File: config.mk
export PLATFORM = sky130hd
export DESIGN_NAME = tx_bus_arb
export DESIGN_NICKNAME = d
export VERILOG_FILES = /design/src/rtl/tx_bus_arb.sv
export SDC_FILE = /design/constraint.sdc
export NUM_CORES = 1
export LEC_CHECK = 0
export ABC_AREA = 0
export CAP_MARGIN = 25
export CORE_MARGIN = 10
export CORE_UTILIZATION = 40
export DETAILED_ROUTE_END_ITERATION = 16
export GPL_ROUTABILITY_DRIVEN = 0
export PLACE_DENSITY = 0.78
export SLEW_MARGIN = 5
export SYNTH_ARGS = -nofsm -noshare
export SYNTH_HDL_FRONTEND = slang
export SYNTH_SLANG_ARGS = --single-unit
export TNS_END_PERCENT = 10
File: constraint.sdc
create_clock -name sys_clk -period 1.63 [get_ports sys_clk]
set_input_delay 0.326 -clock sys_clk [delete_from_list [all_inputs] [get_ports sys_clk]]
set_output_delay 0.326 -clock sys_clk [all_outputs]
set_load 0.01 [all_outputs]
File: src/rtl/tx_bus_arb.sv
// tx_bus_arb: two-requester round-robin arbiter feeding one byte-wide bus transmitter
//
// Ports:
//   sys_clk, sys_rst          clock and asynchronous active-high reset
//   a_req / b_req             level request for one frame
//   a_gnt / b_gnt             registered grant, held for the whole frame
//   a_data, b_data            requester bytes
//   a_data_flag, b_data_flag  one-cycle strobe, byte valid
//   a_last, b_last            final byte of frame, sampled with the strobe
//   a_send_finish, b_send_finish  one-cycle pulse, byte has left the bus
//   bus_data, bus_data_flag   byte and strobe to the transmitter
//   bus_send_finish           transmitter has sent the byte
//   busy                      not IDLE
//   proto_err                 sticky protocol-error flag
//   timeout_err               one-cycle pulse on per-byte watchdog expiry
//
// Optional feature: define TX_ARB_TIMEOUT_EN to enable the TIMEOUT_CYCLES watchdog;
// without it the block waits indefinitely and timeout_err is tied low.
module tx_bus_arb #(
    parameter int unsigned TIMEOUT_CYCLES = 1000
) (
    input  logic       sys_clk,
    input  logic       sys_rst,
    input  logic       a_req,
    output logic       a_gnt,
    input  logic [7:0] a_data,
    input  logic       a_data_flag,
    input  logic       a_last,
    output logic       a_send_finish,
    input  logic       b_req,
    output logic       b_gnt,
    input  logic [7:0] b_data,
    input  logic       b_data_flag,
    input  logic       b_last,
    output logic       b_send_finish,
    output logic [7:0] bus_data,
    output logic       bus_data_flag,
    input  logic       bus_send_finish,
    output logic       busy,
    output logic       proto_err,
    output logic       timeout_err
);
    typedef enum logic [1:0] {IDLE, WAIT_BYTE, WAIT_FIN} state_t;

    state_t     state;
    logic       last_b;
    logic       last_lat;
    logic       g_flag;
    logic       bad_flag;
    logic [7:0] g_data;
    logic       g_last;
    logic       tmo;

    if (TIMEOUT_CYCLES < 1 || TIMEOUT_CYCLES > 65535) begin : g_bad_param
        $error("TIMEOUT_CYCLES out of range");
    end

    assign g_flag   = (a_gnt & a_data_flag) | (b_gnt & b_data_flag);
    assign bad_flag = (~a_gnt & a_data_flag) | (~b_gnt & b_data_flag);
    assign g_data   = a_gnt ? a_data : b_data;
    assign g_last   = a_gnt ? a_last : b_last;
    assign busy     = state != IDLE;

`ifdef TX_ARB_TIMEOUT_EN
    logic [15:0] cnt;
    logic        adv;
    // adv marks a state change, so the counter restarts on every entry to a wait state
    assign adv = (state == IDLE && (a_req || b_req)) || (state == WAIT_BYTE && g_flag) ||
                 (state == WAIT_FIN && bus_send_finish);
    assign tmo = state != IDLE && cnt == 16'(TIMEOUT_CYCLES - 1);

    always_ff @(posedge sys_clk or posedge sys_rst) begin
        if (sys_rst) begin
            cnt         <= '0;
            timeout_err <= 1'b0;
        end else begin
            cnt         <= (adv || state == IDLE) ? 16'd0 : cnt + 16'd1;
            timeout_err <= tmo;
        end
    end
`else
    assign tmo         = 1'b0;
    assign timeout_err = 1'b0;
`endif

    always_ff @(posedge sys_clk or posedge sys_rst) begin
        if (sys_rst) begin
            state         <= IDLE;
            a_gnt         <= 1'b0;
            b_gnt         <= 1'b0;
            bus_data      <= 8'h00;
            bus_data_flag <= 1'b0;
            a_send_finish <= 1'b0;
            b_send_finish <= 1'b0;
            proto_err     <= 1'b0;
            last_b        <= 1'b1;
            last_lat      <= 1'b0;
        end else begin
            bus_data_flag <= 1'b0;
            a_send_finish <= 1'b0;
            b_send_finish <= 1'b0;
            if (bad_flag || (g_flag && state == WAIT_FIN) || (bus_send_finish && state != WAIT_FIN))
                proto_err <= 1'b1;
            if (tmo) begin
                state  <= IDLE;
                a_gnt  <= 1'b0;
                b_gnt  <= 1'b0;
                last_b <= b_gnt;
            end else begin
                case (state)
                    IDLE: if (a_req || b_req) begin
                        // on a tie the requester not served last wins
                        a_gnt <= a_req & (~b_req | last_b);
                        b_gnt <= b_req & (~a_req | ~last_b);
                        state <= WAIT_BYTE;
                    end
                    WAIT_BYTE: if (g_flag) begin
                        bus_data      <= g_data;
                        bus_data_flag <= 1'b1;
                        last_lat      <= g_last;
                        state         <= WAIT_FIN;
                    end
                    WAIT_FIN: if (bus_send_finish) begin
                        a_send_finish <= a_gnt;
                        b_send_finish <= b_gnt;
                        if (last_lat) begin
                            a_gnt  <= 1'b0;
                            b_gnt  <= 1'b0;
                            last_b <= b_gnt;
                            state  <= IDLE;
                        end else begin
                            state <= WAIT_BYTE;
                        end
                    end
                    default: state <= IDLE;
                endcase
            end
        end
    end
endmodule
======== Word level (Yosys, flattened, before mapping) ========
Index checks and enable logic that the tools add are counted.
cells by class
  reduce and logical (&&, ||, !) cells .... 12
  bitwise gates (word level) .............. 15
  equal/unequal tests ..................... 7
  muxes and demuxes ....................... 19
operators with widths
  operator                                                         count
  1-bit two-way mux                                                12
  2-bit inequality test, second input constant                     5
  8-bit two-way mux                                                1
  1-bit bitwise AND                                                6
  2-bit two-way mux                                                3
  2-bit case mux with 3 select lines                               1
  3-bit AND reduction                                              2
  1-bit NOT                                                        5
  1-bit OR                                                         4
  1-bit case mux with 2 select lines                               2
  4-bit AND reduction                                              1
  2-bit nonzero test                                               2
  1-bit logical OR                                                 3
  2-bit by 1-bit == test with 1-bit output, second input constant  1
  2-bit == test, second input constant                             1
  1-bit logical AND                                                2
  2-bit logical NOT                                                1
  2-bit AND reduction                                              1
storage, ports and cells
  output and inout port bits .............. 16
  input port bits ......................... 25
  word-level logic and storage cells ...... 63
  flip-flop bits (word level) ............. 18

======== Longest topological paths before layout ========
Gate-level depths: netlist (run 1).
  depth after elaboration ................. 5
  gate-level depth with buffers ........... 4
  depth with buffers taken out ............ 3

======== Least setup slack after synthesis (run 1) ========
Ideal clock, no wire load.
  path kind ............................... reg-to-reg
  from .................................... reg a_gnt
  to ...................................... reg bus_data[0]
  arrival ................................. 1.274 ns
  setup slack ............................. 0.231 ns
  required time ........................... 1.505 ns
  stages on the path, launching flop included .. 5
  library setup time ...................... 0.125 ns
  period minus slack after synthesis ...... 1.399 ns
  buffers on the path ..................... 1
  path through ............................ dfrtp_1 a22o_1 and3b_4 buf_6 mux2_4
on the way
  longest elaborated chain between the ends .. 3
  elaborated cells on any way between the ends .. 4
  those cells by class .................... mux: 1; bitwise: 2; reduce/logical: 1
RTL lines
  what                                  line  source
  start: declaration                    25    output logic a_gnt,
  start signal: assignment              113   a_gnt <= a_req & (~b_req | last_b);
  1-bit bitwise AND                     58    assign g_flag = (a_gnt & a_data_flag) | (b_gnt & b_data_flag);
  1-bit OR                              58
  2-bit AND reduction (no source line)  -
  end signal: assignment                118   bus_data <= g_data;
  end: declaration                      36    output logic [7:0] bus_data,
Parallel ways exist; a longest one is shown, timed or not.
A chain may end at the register's enable or synchronous reset.

======== Final worst setup path (run 1) ========
  from .................................... reg proto_err
  to ...................................... out proto_err
RTL lines
  what                      line  source
  start: declaration        40    output logic proto_err,
  start signal: assignment  95    proto_err <= 1'b0;
  start signal: assignment  103   proto_err <= 1'b1;
No word-level cell between the ends.

==> run metrics, run 1 <==
run status completed; dpl hpwl between 1500 and 2000 um; Placement Setup Slack -0.180 ns; Avg Inst Size Synth 12.8 um2; Worst-Skew Late Latency approximately 0.30 ns; worst vdd ir 0.971 mV; WL final 2250 um; RSZ-0062 raised after global routing no; critical path arrival about 1.2 ns; register share of total power around a third; final worst-path cycle share 95.1%; skew final just over 0.006 ns; max_cap viols 0; Fin. Hold Viols 0; die boundary height 67.0 um; f_max roughly 650 MHz; CTS Root Cell clkbuf_4; final core occ a little under 70%; Hold WC Path Type in -> async; DR vias/cell 4.90; initial drt markers 14; GRT Resource Usage Total under 10%; clock buffer count from CTS 3; Power Density approximately 1700 nW/um2; Int Power around 0.0016 W; switching share of power a little under a third; Worst Path Max Fanout 2; largest net degree at the start of global routing 19; post-synthesis cell count between 60 and 70; Core Box Area roughly 2000 um2; crit-path leading delay family buffers and inverters; Setup-failing EPs final 0; Die ar. ~4500 um2; layout net count about 140; CP Data Required Time between 1 and 1.5 ns; Post-CTS Hold Buffers 0; critical path type reg -> out; initial antenna violation count 0; first-pass GRT wire length roughly 3500 um; Num Clock Sinks 18; crit end category primary output; Static Leak between 0.6 and 0.7 nW; Netlist Area Pre-Place roughly 900 um2; Synth Warn # 0; DR DRC count 0; Buf/Inv on CP 1; Clock Path Buffers 2; Tmin final 1.55 ns; Syn Nets 94; grt ovf 0; Combinational Power Share a little over half; number of I/O port buffers 39; share of cells above drive strength 1 28.2%; CP max stage delay ~0.55 ns; IO Count 41; final slew viol count 0; Clk pwr share 12.1%; DRT antenna net count 0; sequential area share after synthesis roughly half; die width 67.0 um; critical path cell sequence clkdlybuf4s50_1; number of unique standard cell types used by synthesis 26; # rows 16; initial core utilization ~44%; H-tree depth 1; final instance area 1390 um2; minimum hold slack 0.334 ns; placed cell count around 140; CP Launch Type register; DRT Pass-1 Iters 3; non-filler instance count after layout between 100 and 150; vias in the first global route roughly 730; Worst path slowest cell clkdlybuf4s50_1; Area Growth Syn to Fin 57.0%; via count 706; Yosys reg bits 18; Routed WL per cell around 16 um; clock transition at the registers of the reported paths about 0.10 ns; fin worst setup slack between 0.07 and 0.08 ns; # diodes 0; Post-DP Area 1320 um2; NetSw 0.000719 W; CTS tree done
flip-flops by register name (all words and copies together), names as in the netlist:
| signal | flops |
|---|---|
| bus_data | 8 |
| state | 2 |
| a_gnt | 1 |
| a_send_finish | 1 |
| b_gnt | 1 |
| b_send_finish | 1 |
| bus_data_flag | 1 |
| last_b | 1 |
| last_lat | 1 |
| proto_err | 1 |
through the flow:
step           total power (W)  TNS, ns
3_5_place_dp           0.00198    -1.43
6_report               0.00229        0
2_1_floorplan          0.00147        0
5_1_grt                0.00244        0
4_1_cts                0.00229        0
3_3_place_gp           0.00196    -1.21
cells by family after synthesis:
family          count (synthesis)  share of synthesized area (%)
mux                            19                           27.5
compound gates                  9                           6.95
other cells                     1                          0.425
flops                          18                           51.2
buf+inv                         8                           4.82
simple gates                   14                           9.08
layout by cell type (no fill, tap or decap), drive strengths merged:
cell type / count
nand2b: 1
dlygate4sd2: 1
clkdlybuf4s50: 36
a21o: 1
conb: 1
buf: 8
nand2: 5
clkbuf: 4
dfrtp: 17
a31o: 1
dfstp: 1
nor3: 1
o21ai: 2
mux2: 18
a221oi: 1
mux2i: 1
inv: 5
and3b: 1
a21oi: 2
o21a: 1
nand4b: 1
dlymetal6s2s: 2
and3: 3
nor2: 1
a22o: 1
nor2b: 1
final cells by class:
cell class,instances,area (um2)
multi-input cells,43,390
fillers,145,637
clock buffers,4,36.3
inverters,5,18.8
well taps,27,33.8
flip-flops and latches,18,452
repair buffers,47,454
layer usage:
| metal | routed length (um) | share of wire, % | GRT usage, % | vias to the layer above |
|---|---|---|---|---|
| met4 | 42 | 1.9 | 4.62 | 0 |
| met3 | 212 | 9.4 | 2.84 | 4 |
| met1 | 873 | 39 | 10.3 | 343 |
| li1 | - | - | - | 332 |
| met5 | 0 | 0 | 0 | - |
| met2 | 1120 | 50 | 17.8 | 27 |
power by group through the flow:
stage	combinational, W	sequential, W	clock (W)
6_report	0.00125	0.000766	0.000277
4_1_cts	0.00124	0.000768	0.000287
2_1_floorplan	0.000623	0.000843	0
3_5_place_dp	0.00120	0.000785	0
3_3_place_gp	0.00118	0.000779	0
5_1_grt	0.00134	0.000793	0.000299
cell usage after synthesis:
cell      number  share of area, %
a21o_1         1              0.85
a21oi_1        2               1.1
a221oi_1       1              0.99
a22o_1         1              0.99
a31o_2         1              0.99
and3_1         3               2.1
and3b_4        1               1.4
buf_2          1              0.57
buf_4          1              0.85
buf_6          1               1.3
conb_1         1              0.43
dfrtp_1       17                48
dfstp_2        1               3.0
inv_1          5               2.1
mux2_1         1               1.3
mux2_2         9                11
mux2_4         8                14
mux2i_1        1               1.1
nand2_1        5               2.1
nand2b_1       1              0.71
nand4b_1       1              0.99
nor2_1         1              0.43
nor2b_1        1              0.71
nor3_1         1              0.57
o21a_1         1              0.85
o21ai_0        2               1.1
worst paths after layout:
path                            cells past startpoint  slack, ns   startpoint          end
worst max register to register                      4       0.14        b_gnt  bus_data[6]
max in group asynchronous                           3       1.04      sys_rst       last_b
worst max-delay path                                1       0.08    proto_err    proto_err
worst min-delay path                                3       0.33      sys_rst     state[1]
min in group sys_clk                                1       0.49  bus_data[6]  bus_data[6]
worst min register to register                      1       0.49  bus_data[6]  bus_data[6]
timing repair:
action                                  4_1_cts  5_1_grt
endpoints found under the setup margin        1        2
pin swaps                                     0        0
hold endpoints to repair                      0        0
buffers inserted                              1        2
resized for setup                             2        2
No activity file was read; power rests on OpenSTA's default activity.
==> run 2: changes to the inputs <==
HOLD_SLACK_MARGIN = 0.06   (was not set)
==> results of run 2 <==
No change in the layout: final DEF, timing and power equal those of run 1.
